==> config.mk <==
export PLATFORM = sky130hd
export DESIGN_NAME = uart_rx_flat
export DESIGN_NICKNAME = d
export VERILOG_FILES = /design/src/rtl/uart_pkg.sv /design/src/rtl/uart_rx_if.sv /design/src/rtl/uart_rx_sync2.sv /design/src/rtl/uart_rx.sv /design/src/flat_wrapper.sv
export SDC_FILE = /design/constraint.sdc
export NUM_CORES = 1
export LEC_CHECK = 0
export ABC_AREA = 1
export CORE_UTILIZATION = 51
export DETAILED_ROUTE_END_ITERATION = 8
export PLACE_DENSITY = 0.71
export SYNTH_ARGS = -nofsm -noshare
export SYNTH_HDL_FRONTEND = slang
export SYNTH_SLANG_ARGS = --single-unit
==> constraint.sdc <==
create_clock -name i_Clock -period 1.42 [get_ports i_Clock]
set_input_delay 0.142 -clock i_Clock [delete_from_list [all_inputs] [get_ports i_Clock]]
set_output_delay 0.142 -clock i_Clock [all_outputs]
set_load 0.05 [all_outputs]
==> src/rtl/uart_pkg.sv <==
// Shared definitions for the UART link: receiver/transmitter state encodings
// and the default bit timing.
package uart_pkg;

   // Default serial bit period in system clock cycles
   localparam int CLKS_PER_BIT_DEFAULT = 217;

   // Frame-level states shared by the receiver and transmitter
   typedef enum logic [2:0] {
      IDLE    = 3'd0,
      START   = 3'd1,
      DATA    = 3'd2,
      STOP    = 3'd3,
      CLEANUP = 3'd4
   } uart_state_t;

endpackage

==> src/rtl/uart_rx_if.sv <==
// Serial-in / byte-out bundle of the UART receiver.
// slave  : the receiver itself (consumes the line, produces byte and strobes)
// master : the pad / user-logic side (drives the line, observes byte and strobes)
interface uart_rx_if;

   logic       i_RX_Serial;
   logic       o_RX_DV;
   logic [7:0] o_RX_Byte;
   logic       o_RX_Active;
   logic       o_RX_Frame_Err;

   modport slave (
      input  i_RX_Serial,
      output o_RX_DV,
      output o_RX_Byte,
      output o_RX_Active,
      output o_RX_Frame_Err
   );

   modport master (
      output i_RX_Serial,
      input  o_RX_DV,
      input  o_RX_Byte,
      input  o_RX_Active,
      input  o_RX_Frame_Err
   );

endinterface

==> src/rtl/uart_rx_sync2.sv <==
// Two-flop synchronizer for an asynchronous, idle-high input.
// Both flops reset to 1 so a reset never looks like a start bit.
module uart_sync2 (
   input  logic i_Clock,
   input  logic i_Rst_n,
   input  logic i_D,
   output logic o_Q
);

   logic r_Meta;
   logic r_Sync;

   // Shift the asynchronous input through two flops to settle metastability
   always_ff @(posedge i_Clock or negedge i_Rst_n) begin
      if (!i_Rst_n) begin
         r_Meta <= 1'b1;
         r_Sync <= 1'b1;
      end else begin
         r_Meta <= i_D;
         r_Sync <= r_Meta;
      end
   end

   assign o_Q = r_Sync;

endmodule

==> src/rtl/uart_rx.sv <==
// 8N1 UART receiver. Samples the synchronized line at mid-bit, reassembles
// the byte LSB first, and reports either a one-cycle data-valid strobe or a
// one-cycle framing-error strobe per frame. A low pulse shorter than half a
// bit is rejected as a glitch.
module uart_rx
   import uart_pkg::*;
#(
   parameter int CLKS_PER_BIT = CLKS_PER_BIT_DEFAULT
)
(
   input  logic     i_Clock,
   input  logic     i_Rst_n,
   uart_rx_if.slave rx_if
);

   localparam int              CW       = (CLKS_PER_BIT > 1) ? $clog2(CLKS_PER_BIT) : 1;
   localparam logic [CW-1:0]   LAST_CNT = CW'(CLKS_PER_BIT - 1);
   localparam logic [CW-1:0]   HALF_CNT = CW'((CLKS_PER_BIT - 1) / 2);

   logic        w_RX;

   uart_state_t r_State;
   uart_state_t w_State_Next;
   logic [CW-1:0] r_Cnt;
   logic [CW-1:0] w_Cnt_Next;
   logic [2:0]  r_Idx;
   logic [2:0]  w_Idx_Next;
   logic [7:0]  r_Shift;
   logic [7:0]  w_Shift_Next;
   logic [7:0]  r_Byte;
   logic [7:0]  w_Byte_Next;
   logic        r_DV;
   logic        w_DV_Next;
   logic        r_Err;
   logic        w_Err_Next;
   logic        r_Active;
   logic        w_Active_Next;

   uart_sync2 u_sync (
      .i_Clock (i_Clock),
      .i_Rst_n (i_Rst_n),
      .i_D     (rx_if.i_RX_Serial),
      .o_Q     (w_RX)
   );

   // State, counters, shift register and registered outputs
   always_ff @(posedge i_Clock or negedge i_Rst_n) begin
      if (!i_Rst_n) begin
         r_State  <= IDLE;
         r_Cnt    <= '0;
         r_Idx    <= '0;
         r_Shift  <= 8'h00;
         r_Byte   <= 8'h00;
         r_DV     <= 1'b0;
         r_Err    <= 1'b0;
         r_Active <= 1'b0;
      end else begin
         r_State  <= w_State_Next;
         r_Cnt    <= w_Cnt_Next;
         r_Idx    <= w_Idx_Next;
         r_Shift  <= w_Shift_Next;
         r_Byte   <= w_Byte_Next;
         r_DV     <= w_DV_Next;
         r_Err    <= w_Err_Next;
         r_Active <= w_Active_Next;
      end
   end

   // Next-state and next-output logic; strobes default low so they last one cycle
   always_comb begin
      w_State_Next  = r_State;
      w_Cnt_Next    = r_Cnt;
      w_Idx_Next    = r_Idx;
      w_Shift_Next  = r_Shift;
      w_Byte_Next   = r_Byte;
      w_DV_Next     = 1'b0;
      w_Err_Next    = 1'b0;
      w_Active_Next = r_Active;

      case (r_State)
         IDLE: begin
            w_Cnt_Next = '0;
            w_Idx_Next = '0;
            if (!w_RX) begin
               w_State_Next  = START;
               w_Active_Next = 1'b1;
            end
         end

         START: begin
            if (r_Cnt == HALF_CNT) begin
               w_Cnt_Next = '0;
               if (!w_RX) begin
                  w_State_Next = DATA;
               end else begin
                  w_State_Next  = IDLE;
                  w_Active_Next = 1'b0;
               end
            end else begin
               w_Cnt_Next = r_Cnt + 1'b1;
            end
         end

         DATA: begin
            if (r_Cnt == LAST_CNT) begin
               w_Cnt_Next          = '0;
               w_Shift_Next[r_Idx] = w_RX;
               if (r_Idx == 3'd7) begin
                  w_Idx_Next   = '0;
                  w_State_Next = STOP;
               end else begin
                  w_Idx_Next = r_Idx + 3'd1;
               end
            end else begin
               w_Cnt_Next = r_Cnt + 1'b1;
            end
         end

         STOP: begin
            if (r_Cnt == LAST_CNT) begin
               w_Cnt_Next    = '0;
               w_Active_Next = 1'b0;
               w_State_Next  = CLEANUP;
               if (w_RX) begin
                  w_Byte_Next = r_Shift;
                  w_DV_Next   = 1'b1;
               end else begin
                  w_Err_Next = 1'b1;
               end
            end else begin
               w_Cnt_Next = r_Cnt + 1'b1;
            end
         end

         CLEANUP: begin
            w_Cnt_Next    = '0;
            w_Active_Next = 1'b0;
            if (w_RX) begin
               w_State_Next = IDLE;
            end
         end

         default: begin
            w_State_Next  = IDLE;
            w_Cnt_Next    = '0;
            w_Idx_Next    = '0;
            w_Active_Next = 1'b0;
         end
      endcase
   end

   assign rx_if.o_RX_DV        = r_DV;
   assign rx_if.o_RX_Byte      = r_Byte;
   assign rx_if.o_RX_Active    = r_Active;
   assign rx_if.o_RX_Frame_Err = r_Err;

endmodule
==> src/flat_wrapper.sv <==
// flat-port wrapper written by rule: the top's interface ports become plain ports
module uart_rx_flat import uart_pkg::*;
#(
   parameter int CLKS_PER_BIT = CLKS_PER_BIT_DEFAULT
)
  (i_Clock, i_Rst_n, rx_if_i_RX_Serial, rx_if_o_RX_DV, rx_if_o_RX_Byte, rx_if_o_RX_Active, rx_if_o_RX_Frame_Err);
  uart_rx_if rx_if_i ();
  input  logic i_Clock;
  input  logic i_Rst_n;
  input wire logic [$bits(rx_if_i.i_RX_Serial)-1:0] rx_if_i_RX_Serial;
  output wire logic [$bits(rx_if_i.o_RX_DV)-1:0] rx_if_o_RX_DV;
  output wire logic [$bits(rx_if_i.o_RX_Byte)-1:0] rx_if_o_RX_Byte;
  output wire logic [$bits(rx_if_i.o_RX_Active)-1:0] rx_if_o_RX_Active;
  output wire logic [$bits(rx_if_i.o_RX_Frame_Err)-1:0] rx_if_o_RX_Frame_Err;
  assign rx_if_i.i_RX_Serial = rx_if_i_RX_Serial;
  assign rx_if_o_RX_DV = rx_if_i.o_RX_DV;
  assign rx_if_o_RX_Byte = rx_if_i.o_RX_Byte;
  assign rx_if_o_RX_Active = rx_if_i.o_RX_Active;
  assign rx_if_o_RX_Frame_Err = rx_if_i.o_RX_Frame_Err;
  uart_rx #(.CLKS_PER_BIT(CLKS_PER_BIT)) u_core (.i_Clock(i_Clock), .i_Rst_n(i_Rst_n), .rx_if(rx_if_i));
endmodule
Word level (Yosys, flattened, before mapping)
Index checks and enable logic that the tools add are counted.
- register bits after elaboration: 35
- word-level logic and storage cells: 67
- order comparisons: 2
- add/sub/neg operators: 2
- reduce and logical (&&, ||, !) cells: 9
- equality and inequality tests: 14
- bitwise gates (word level): 2
- mux-type cells: 28
- operator list (cell ; number):
    $mux W3 ; 8
    $mux W8 ; 2
    $pmux W8 S2 ; 1
    $pmux W3 S5 ; 1
    $mux W1 ; 11
    $add A8 B1 Y8 const B ; 1
    $bwmux W8 ; 1
    $eq A8 B7 Y1 const B ; 1
    $eq A8 B8 Y1 const B ; 1
    $ne A2 B1 Y1 const B ; 4
    $eq A3 B2 Y1 const B ; 2
    $eq A3 B3 Y1 const B ; 2
    $ne A2 B2 Y1 const B ; 3
    $pmux W3 S2 ; 1
    $reduce_and A6 Y1 ; 1
    $reduce_and A5 Y1 ; 1
    $lt A3 B4 Y1 const B ; 1
    $pmux W1 S4 ; 1
    $reduce_and A2 Y1 ; 2
    $add A3 B1 Y3 const B ; 1
    $demux W1 S3 ; 1
    $eq A3 B1 Y1 const B ; 1
    $ge A3 B1 Y1 const B ; 1
    $logic_not A3 Y1 ; 1
    6 further kinds ; 7

Logic depth before layout (Yosys ltp)
Gate-level depths: netlist of the first run.
- depth after elaboration: 5
- mapped depth: 10
- gate-level depth less buffers: 10

By module
From an unflattened synthesis of the first run, not the netlist that was laid out.
- cell total of the unflattened synthesis: 192
- area, all modules: 1641.6 um2
- by module, submodules not included (module ; times used ; area an instance (um2) ; cells an instance):
    uart_rx ; 1 ; 1589.0 ; 190
    uart_sync2 ; 1 ; 52.6 ; 2

Worst setup path after synthesis of the first run
Ideal clock, no wire load.
- path kind: register -> register
- from: register u_core.r_Cnt[0]
- to: register u_core.r_Shift[2]
- path slack: 32 ps
- path buffers: 1
- cell stages (with the launch flop): 11
- clock period less this slack: 1388 ps
- arrival time: 1271 ps
- data required time: 1302 ps
- cell sequence: dfrtp_1 -> inv_1 -> ha_1 -> inv_1 -> nor2_4 -> nand2_4 -> nor2_8 -> buf_8 -> nand3_1 -> nand2_1 -> nand2_1
- cells in the longest elaborated chain, start to end: 2
- ends and longest elaborated chain (element ; line ; source):
    start: declaration ; uart_rx.sv:24 ; logic [CW-1:0] r_Cnt;
    start signal: assignment ; uart_rx.sv:59 ; r_Cnt <= w_Cnt_Next;
    $eq A8 B8 Y1 ; uart_rx.sv:105 ; if (r_Cnt == LAST_CNT) begin
    $reduce_and A2 Y1 (no source line) ; n/a ;
    end signal: assignment ; uart_rx.sv:61 ; r_Shift <= w_Shift_Next;
    end: declaration ; uart_rx.sv:28 ; logic [7:0] r_Shift;
Every way passes these cells.
A chain may end at the register's enable or synchronous reset.

Final worst setup path of the first run
- from: register u_core.r_State[2]
- to: register u_core.r_Byte[0], in the netlist u_core.rx_if.o_RX_Byte[0]
- cells in the longest elaborated chain, start to end: 2
- ends and longest elaborated chain (element ; line ; source):
    start: declaration ; uart_rx.sv:22 ; uart_state_t r_State;
    start signal: assignment ; uart_rx.sv:58 ; r_State <= w_State_Next;
    $eq A3 B2 Y1 ; uart_rx.sv:80 ; case (r_State)
    $reduce_and A3 Y1 (no source line) ; n/a ;
    end signal: assignment ; uart_rx.sv:62 ; r_Byte <= w_Byte_Next;
    end: declaration ; uart_rx.sv:30 ; logic [7:0] r_Byte;
Every way passes these cells.

==> results.md, run 1 <==
- Status: finished clean
- Multiplexer share of the synthesized area: 0%
- Critical path startpoint category: flop
- Via density: ~5.0
- # DRC: 0
- Routed WL per cell: about 12 um
- Area contributors post-synth: dfrtp_1, nand2_1, nand3_1
- Critical Path Sink Type: flop
- Most common cell after layout, fill and taps aside: nand2_1
- Most common cell on crit path: nand2_1
- Max Cap Violations: 0
- Fin Hold WS: between 0.1 and 0.15 ns
- Largest family of logic cells by synthesized area: simple AND/OR/NAND/NOR gates
- Initial DRC Count: 66
- Finish-stage setup viols: 0
- Yosys reg bits: 35
- Mapped Area: about 0.0018 mm^2
- Post-Place Cell Area: ~0.0019 mm^2
- Post-layout worst setup margin: between 0.01 and 0.015 ns
- Sink Count: 35
- First drt pass iteration count: 4
- Post-route cell area: slightly above 0.002 mm^2
- Compound-Gate Fraction of Synth Area: about 2.1%
- Multi-input logic area: between 700 and 800 um^2
- N_diodes: 0
- Nets@finish: approximately 240
- Worst-path cell chain: inv_2 > nand2_2 > nor2_2 > nand4_4 > clkinv_2 > nand2_1 > nand2_1
- Clk pin slew, worst setup/hold paths: 0.11 ns
- Synth Instances: just over 200
- Arr. time, crit path: 1.69 ns
- Initial antenna violation count: 0
- CP Buf/Inv Count: 2
- Num CTS Buffers: 5
- Peak Freq: 0.711 GHz
- Post-route minimum period: around 1.4 ns
- Yosys cell types: 30
- Total nets after synthesis: between 200 and 250
- Syn avg cell area: between 8 and 9 um^2
- Layout cell share with drive strength beyond 1: roughly a quarter
- Post-synthesis simple-gate area fraction: ~36%
- GR Util All Layers: 20.4%
- Adder-cell share of the synthesized area: around 2.8%
- Grt ovf: 0
- Top cell family by delay on the critical path: simple AND/OR/NAND/NOR gates
- Synth top area share: 46.7%
- Critical path type: reg2reg
- Skew final: roughly 0.010 ns
- Worst vdd ir: about 0.0004 V
- Post-synthesis xor/xnor area fraction: around 1.5%
- DRT Wirelength: between 3000 and 4000 um
- Worst hold path class: in2async
- CP max stage cell: dfrtp_2
- Post-DRT Antenna Nets: 0
- P&R area growth vs syn: 16.6%
- Crit share post-route: slightly below 100%
- FILL cells: ~300
- Largest fanout on the critical path: 10
- Max Slew Vio Count: 0
- Fin Setup TNS: 0 ns
- Vias post-DR: 1401
- Largest net degree at the start of global routing: 23
- GPL Wtd Cong: roughly 0.92
- RSZ-0062 raised after global routing: yes
- DIE WIDTH: ~61 um
- IO Count: 14
- Synth warnings: 0
- FF+latch area: roughly 900 um^2
- Worst slew margin: between 60% and 70%
- Standard-cell row count: 21
- First-pass GRT wire length: 5460 um
- Detailed Place HPWL: around 2300 um
- Core footprint: 0.00334 mm^2
- Die Y: 60.9 um
- PD cells: 761 mW/mm^2
- Root buffer cell: clkbuf_4
- Pleak: 1.11 nW
- Final hold vios: 0
- Maximum clock path buffer count: 2
- Slew of the pin with the lowest slew margin: between 0.4 and 0.5 ns
- Number of global-route vias before repair: roughly 1200
- Area leader, netlist: dfrtp_1
- Place WS: between 0.006 and 0.007 ns
- H-tree Lvls: 2
- Worst-Skew Late Latency: approximately 0.35 ns
- Initial core utilization: a little over half
- Register area share after synthesis: roughly half
- Placed insts: roughly 270
- Die area: between 0.003 and 0.004 mm^2
- Final cell count without fillers: between 200 and 300
- Largest stage delay, worst path: ~0.48 ns
- CTS tree: built
- WP data required: between 1.5 and 2 ns
- Buffers on Ports: 13
- Commonest cells after routing, fill and taps aside: nand2_1, dfrtp_1, buf_4
[flip-flops by register name, indices dropped and copies added (netlist names)]
register / flops
u_core.r_Shift: 8
u_core.u_sync.o_Q: 1
u_core.r_Cnt: 8
u_core.r_State: 3
u_core.rx_if.o_RX_Active: 1
u_core.rx_if.o_RX_Frame_Err: 1
u_core.r_Idx: 3
u_core.rx_if.o_RX_DV: 1
u_core.rx_if.o_RX_Byte: 8
u_core.u_sync.r_Meta: 1
[worst reg2reg max path: cells and delay by family, from the launching register on]
family	cells	cell delay (ns)
and+or+nand+nor	5	0.64
DFF	1	0.48
buffers and inverters	2	0.23
[Yosys cell counts (all sizes together)]
cell and count:
a31oi 1, inv 23, xor2 2, dfstp 2, nand4 12, dfrtp 33, clkbuf 1, buf 3
clkinv 2, nor2 22, nand2 72, nor4 1, o21ai 3, xnor2 1, nor3 1, ha 4
nand3 20, o21bai 2
[per-stage QoR]
stage | power, W | utilization (%)
6_report | 0.00157 | 61.8
5_1_grt | 0.00163 | 61.8
4_1_cts | 0.00158 | 59.7
3_5_place_dp | 0.00106 | 58.0
3_3_place_gp | 0.00106 | 58.0
2_1_floorplan | 0.00103 | -
[power breakdown]
group,internal [W],switching [W],leakage [nW]
Clock,0.000184,0.000343,0.0347
Combinational,0.0000114,0.0000257,0.613
Sequential,0.00100,0.00000290,0.460
Total,0.00120,0.000372,1.11
[logic make-up after synthesis]
family / after synthesis
xor gates and xnor gates: 3
AOI/OAI and AO/OA: 6
adders and majority gates: 4
buffers and inverters: 29
and+or+nand+nor: 128
DFF: 35
[layer usage]
metal	vias to the layer above	share of wire (%)	global-route usage, %	wire [um]
li1	713	-	-	-
met5	-	0	0	0
met2	26	49	33.0	1680
met4	0	1.1	7.79	38
met1	658	46	25.9	1580
met3	4	3.5	5.76	120
[final timing paths]
kind | startpoint | to | slack, ns | cells after the start
min in group i_Clock | rx_if_i_RX_Serial | u_core.u_sync.r_Meta$_DFF_PN1_ | 0.19 | 1
setup reg to reg | u_core.r_State[2]$_DFFE_PN0P_ | u_core.rx_if.o_RX_Byte[0]$_DFFE_PN0P_ | 0.01 | 7
hold reg to reg | u_core.u_sync.r_Meta$_DFF_PN1_ | u_core.u_sync.o_Q$_DFF_PN1_ | 0.36 | 0
max in group asynchronous | i_Rst_n | u_core.rx_if.o_RX_DV$_DFF_PN0_ | 1.04 | 2
hold / removal | i_Rst_n | u_core.r_Idx[2]$_DFFE_PN0P_ | 0.12 | 2
setup / recovery | u_core.r_State[2]$_DFFE_PN0P_ | u_core.rx_if.o_RX_Byte[0]$_DFFE_PN0P_ | 0.01 | 7
[repair_timing]
| action | 4_1_cts | 5_1_grt |
|---|---|---|
| hold buffers | 0 | 0 |
| pin swaps | 0 | 6 |
| gates resized for setup | 1 | 7 |
| cloned | 0 | 2 |
| endpoints found under the setup margin | 1 | 32 |
| buffers inserted | 0 | 4 |
[cell type report]
cell class,count,share of cell area (%)
Clock inverter,3,0.729
Multi-Input combinational cell,142,37.8
Clock buffer,5,1.82
Sequential cell,35,42.7
Timing Repair Buffer,24,8.99
Inverter,25,4.92
Tap cell,46,2.79
Timing Repair inverter,1,0.243
(Power assumes the default switching activity.)
==> run 2: changes to the inputs <==
--- a/config.mk
+++ b/config.mk
@@ -6,9 +6,10 @@
 export NUM_CORES = 1
 export LEC_CHECK = 0
 export ABC_AREA = 1
-export CORE_UTILIZATION = 51
+export CORE_UTILIZATION = 56
 export DETAILED_ROUTE_END_ITERATION = 8
-export PLACE_DENSITY = 0.71
+export PLACE_DENSITY = 0.75
 export SYNTH_ARGS = -nofsm -noshare
 export SYNTH_HDL_FRONTEND = slang
+export SYNTH_HIERARCHICAL = 1
 export SYNTH_SLANG_ARGS = --single-unit
==> constraint.sdc (replaced) <==
create_clock -name i_Clock -period 1.3 [get_ports i_Clock]
set_input_delay 0.13 -clock i_Clock [delete_from_list [all_inputs] [get_ports i_Clock]]
set_output_delay 0.13 -clock i_Clock [all_outputs]
set_load 0.05 [all_outputs]
==> run 2 against run 1 <==
The flow now finishes with violations (negative setup slack). Synthesized cell count is 6.3% lower. Hold slack better by 0.0019 ns. Area after synthesis is 7.1% lower. Setup slack worse by 0.32 ns. Fmax is 13% lower. Sequential power is 10% higher. Die area is 15% lower. Clock skew is 0.0053 ns higher. Total power is 36% higher. Sequential cell count stayed put. Clock power is 87% higher. Critical path type unchanged. Critical endpoint is now u_core/r_Shift[7]$_DFFE_PN0P_. Largest cell class unchanged. Highest routed layer unchanged.
==> results.md, run 2 <==
- Post-DRT Antenna Nets: 0
- Pleak: 1.16 nW
- WP data required: 1.53 ns
- H-tree Lvls: 2
- Placed insts: 258
- Post-layout worst setup margin: -0.309 ns
- Largest net degree at the start of global routing: 21
- Largest fanout on the critical path: 8
- Crit share post-route: 124%
- Peak Freq: between 0.6 and 0.7 GHz
- # DRC: 0
- Number of global-route vias before repair: 1407
- Yosys cell types: 23
- Detailed Place HPWL: 2500 um
- Buffers on Ports: 13
- Critical path type: reg2reg
- Initial DRC Count: 51
- Skew final: around 0.016 ns
- Post-route minimum period: around 1.6 ns
- Initial antenna violation count: 0
- Fin Setup TNS: -5.71 ns
- RSZ-0062 raised after global routing: yes
- Synth Instances: about 190
- DRT Wirelength: around 3800 um
- Max Cap Violations: 0
- Max Slew Vio Count: 0
- Worst-Skew Late Latency: roughly 0.35 ns
- Area contributors post-synth: dfrtp_1, nand2_1, nand3_1
- Main synth FF type: dfrtp_1
- Maximum clock path buffer count: 2
- Place WS: -0.186 ns
- Routed WL per cell: approximately 14 um
- Met1 usage: between 30% and 40%
- Global routing's busiest layer: met2
- Layout cell share with drive strength beyond 1: 32.4%
- IO Count: 14
- Status: finished with violations
- Worst slew margin: between 70% and 80%
- GPL Wtd Cong: ~0.85
- Worst vdd ir: approximately 0.0010 V
- Finish-stage setup viols: 33
- PD cells: slightly above 900 mW/mm^2
- Clk pin slew, worst setup/hold paths: around 0.12 ns
- P&R area growth vs syn: 41.3%
- First drt pass iteration count: 4
- Final hold vios: 0
- Slew of the pin with the lowest slew margin: 0.443 ns
- Area leader, netlist: dfrtp_1
- CTS tree: built
- Synth top area share: 50.3%
- Worst hold path class: in2async
- Num CTS Buffers: 5
- Initial core utilization: 59.5%
- Grt met2 use: approximately 41%
- Die Y: 56.1 um
- N_diodes: 0
- DIE WIDTH: between 50 and 60 um
- Mapped Area: approximately 0.0016 mm^2
- Most frequent cell after synthesis: nand2_1
- Nets@finish: roughly 250
- Register area share after synthesis: about 54%
- Synth top cells by count: nand2_1, dfrtp_1, nand3_1
- Synth warnings: 6
- Sink Count: 35
- Vias post-DR: roughly 1500
- Total nets after synthesis: between 150 and 200
- Grt ovf: 0
- Core footprint: roughly 0.0028 mm^2
- Commonest cells after routing, fill and taps aside: nand2_1, dfrtp_1, buf_4
- Arr. time, crit path: 1.84 ns
- Critical path startpoint category: flop
- Most common cell after layout, fill and taps aside: nand2_1
- Critical Path Sink Type: flop
- Yosys reg bits: 35
- M3 GR Usage: between 5 and 6%
- Post-synth EDFFs: 0
- Syn avg cell area: 8.55 um^2
- Via density: ~5.5
- GR Util All Layers: 25.8%
- Die area: between 0.003 and 0.004 mm^2
- Violated checks: negative setup slack
- Root buffer cell: clkbuf_4
- Synth async-reset ratio: 100%
- Standard-cell row count: 19
- Final cell count without fillers: ~270
- First-pass GRT wire length: roughly 6000 um
## run 2: what timing repair did
item | in CTS | in global routing
setup buffers | 3 | 3
resized for setup | 6 | 10
pin swaps | 1 | 4
hold buffers | 0 | 0
endpoints found under the setup margin | 32 | 33
## run 2: critical path: stages, from the launching register on
cell and delay (ns):
dfrtp_1 0.40, inv_1 0.06, ha_2 0.17, nand2_2 0.07
nor2_4 0.13, nand2_4 0.12, nor2_4 0.22, nand3_1 0.15
nand2_1 0.10, o21ai_1 0.07
## run 2: area by class of cell
cell class / count / area (um^2)
clock buffers: 5 / 37.5
clock inverters: 3 / 67.6
fillers: 163 / 438
inverters: 21 / 78.8
multi-input cells: 134 / 732
flip-flops and latches: 35 / 880
well taps: 31 / 38.8
repair buffers: 43 / 485
## run 2: cells by family (layout without fill, tap and decap cells)
kind of cell | count (synthesis) | in the layout | synth area share [%]
AO/OA/AOI/OAI | 15 | 15 | 4.80
adder cells (fa/ha/maj) | 4 | 4 | 3.05
AND/OR/NAND/NOR | 111 | 111 | 30.8
flip-flops | 35 | 35 | 53.5
XOR/XNOR | 4 | 4 | 2.13
buffers and inverters | 23 | 72 | 5.72
## run 2: final timing paths
check                                               startpoint                              to  slack [ns]  cells past startpoint
worst max-delay path                 u_core/r_Cnt[0]$_DFF_PN0_   u_core/r_Shift[7]$_DFFE_PN0P_       -0.31                      9
worst min-delay path                                   i_Rst_n   u_core/r_Shift[0]$_DFFE_PN0P_        0.12                      2
worst max register to register       u_core/r_Cnt[0]$_DFF_PN0_   u_core/r_Shift[7]$_DFFE_PN0P_       -0.31                      9
worst min register to register  u_core/u_sync/r_Meta$_DFF_PN1_     u_core/u_sync/o_Q$_DFF_PN1_        0.37                      0
max in group asynchronous                              i_Rst_n     u_core/u_sync/o_Q$_DFF_PN1_        0.93                      2
min in group i_Clock                         rx_if_i_RX_Serial  u_core/u_sync/r_Meta$_DFF_PN1_        0.19                      1
## run 2: where the power goes
group	switching, W	total (W)	internal, W
Sequential	0.00000119	0.00110	0.00109
Combinational	0.0000318	0.0000462	0.0000144
Clock	0.000390	0.000988	0.000598
## run 2: through the flow
stage	hold slack (ns)	power, W	utilization, %	cell area (um^2)
floorplan	-0.166	0.00112	-	1650
global placement	0.346	0.00116	76.5	2110
detailed placement	0.349	0.00116	76.5	2110
CTS	0.119	0.00214	81.8	2260
global route	0.155	0.00219	84.1	2320
finish	0.120	0.00213	84.1	2320
## run 2: metal layers
layer | vias up | wire length [um]
li1 | 709 | -
met1 | 720 | 1630
met2 | 50 | 1910
met3 | 8 | 180
met4 | 0 | 61
met5 | - | 0
==> RTL change: new RTL, config.mk and constraints of run 1 <==
`CLKS_PER_BIT_DEFAULT`: 217 -> 434.
--- a/src/rtl/uart_pkg.sv
+++ b/src/rtl/uart_pkg.sv
@@ -5,3 +5,3 @@
    // Default serial bit period in system clock cycles
-   localparam int CLKS_PER_BIT_DEFAULT = 217;
+   localparam int CLKS_PER_BIT_DEFAULT = 434;
 
Function: same outputs for any inputs over 10 cycles, from zero or initial values and one cycle with i_Rst_n low; that may be too few to reach the edited logic, so the function may still have changed.
==> RTL change against run 1 <==
The flow now finishes with violations (setup timing); sequential share of layout area fell by 3.0 points; area after synthesis fell by 2.1%; global-route usage rose by 3.0 points; power rose by 19%; combinational power rose by 3%; sequential cell count rose by 1; setup slack got worse by 100 ps; wire length rose by 14%; cell area rose by 11%; critical path type unchanged; highest routed layer unchanged.
==> RTL change: results (changes against run 1) <==
Global route
  • First-pass GRT wire length: 6180 um (+13%)
  • GR Util met1: 29.9% (+3.9 points)
  • Gr usage total: 23.4% (+3.0 points)
  • Met2 Use GR: 37.8% (+4.9 points)

Placement
  • Placed Instances: 277 (+3.7%)
  • Place WS: -69.6 ps (-76.2 ps)

Worst setup path
  • Crit Path Max Fanout: 5 (-5)
  • Cells on worst reg2reg path: 10 (+3)
  • RR Endpoint: u_core.r_Cnt[7]
  • Crit path DAT: 1730 ps (+40 ps)

Power
  • Maximum vdd ir drop: 0.564 mV (+39%)
  • LEAKAGE: 1.13 nW (+2.4%)
  • Clk power: 0.000800 W (+52%)
  • Comb. pwr: 0.0000382 W (+3%)

Route
  • M1 WL: 1730 um (+9.7%)
  • WL/cell: 13.5 um (+11%)
  • Drt pass-1 iters: 5 (+1)
  • Initial detailed-routing violation count: 80 (+21%)
  • Met3 WL: 97 um (-19%)
  • Vias per std cell: 5.10 (+2.2%)
  • WL met2: 1950 um (+16%)

Synthesis
  • Syn Inst Count: 207 (+0.98%)
  • Most frequent cells after synthesis: nand2_1, dfrtp_1, nor2_1, inv_1, nand3_1
  • Xor/xnor share of the synthesized area: 2.02% (+0.54 points)
  • Synth Area in Adders: 3.61% (+0.78 points)
  • Syn nets: 215 (+1.4%)
  • Fraction of the mapped netlist area in compound gates: 4.62% (+2.6 points)
  • Area contributors post-synth: dfrtp_1, nand2_1, nand3_1

Final layout
  • FILL cells: 239 (-18%)
  • Layout cells sized above 1: 34.8% (+8.9 points)

STA
  • Final setup viols: 32 (+32)
  • Min Hold Slack: 153 ps (+34.0 ps)
  • Fin Setup TNS: -995 ps (-995 ps)
  • Final worst setup slack: -88.4 ps (-103 ps)

Outcome
  • Status: finished, violations left
  • Failing checks: setup timing

Clock network
  • Skew-Pair Late Insertion Delay: 330 ps (-20 ps)
RTL change: changes by cell type after synthesis, sizes merged, moves of 2 or more:
cell    delta
nand2      -3
o21ai     +11
buf        -3
nor2       +5
nand4     -12
inv        +2
o21bai     -2
a21oi      +2
nor3       +4
clkinv     -2
RTL change: final cells by class:
class | instances | area, um^2 | area share [%]
Clock inverter | 1 | 30.0 | 1.31
Inverter | 25 | 104 | 4.54
Timing Repair Buffer | 28 | 219 | 9.58
Multi-Input combinational cell | 147 | 906 | 39.6
Sequential cell | 36 | 907 | 39.7
Tap cell | 44 | 55.1 | 2.41
Clock buffer | 7 | 65.1 | 2.85
RTL change: cells by family after synthesis:
logic type,count (synthesis)
and+or+nand+nor,121
DFF,36
buffers and inverters,25
AOI/OAI and AO/OA,16
adders and majority gates,5
xor gates and xnor gates,4
RTL change: what timing repair did:
| action | 4_1_cts | 5_1_grt |
|---|---|---|
| gates resized for setup | 26 | 24 |
| pin swaps | 10 | 11 |
| cloned | 1 | 0 |
| hold buffers | 0 | 0 |
| setup buffers | 0 | 3 |
| setup endpoints to repair | 26 | 33 |
RTL change: how the worst max path moves through the flow:
stage | end | slack [ps] | cells after the start
detailed placement | u_core.r_Cnt[8] | -70 | 9
global route | u_core.r_Shift[0] | -190 | 9
global placement | u_core.r_Cnt[7] | 10 | 9
finish | u_core.r_Cnt[7] | -90 | 10
CTS | u_core.r_Shift[2] | -20 | 9
floorplan | u_core.r_State[1] | 80 | 11
RTL change: critical path: stages (launching register included):
cell	delay (ps)
dfrtp_1	410
inv_2	80
buf_4	120
ha_4	120
nand2_1	50
nor2_1	110
nand2_1	80
nand2_2	80
nand2_4	90
nor2_4	190
nor2_1	70
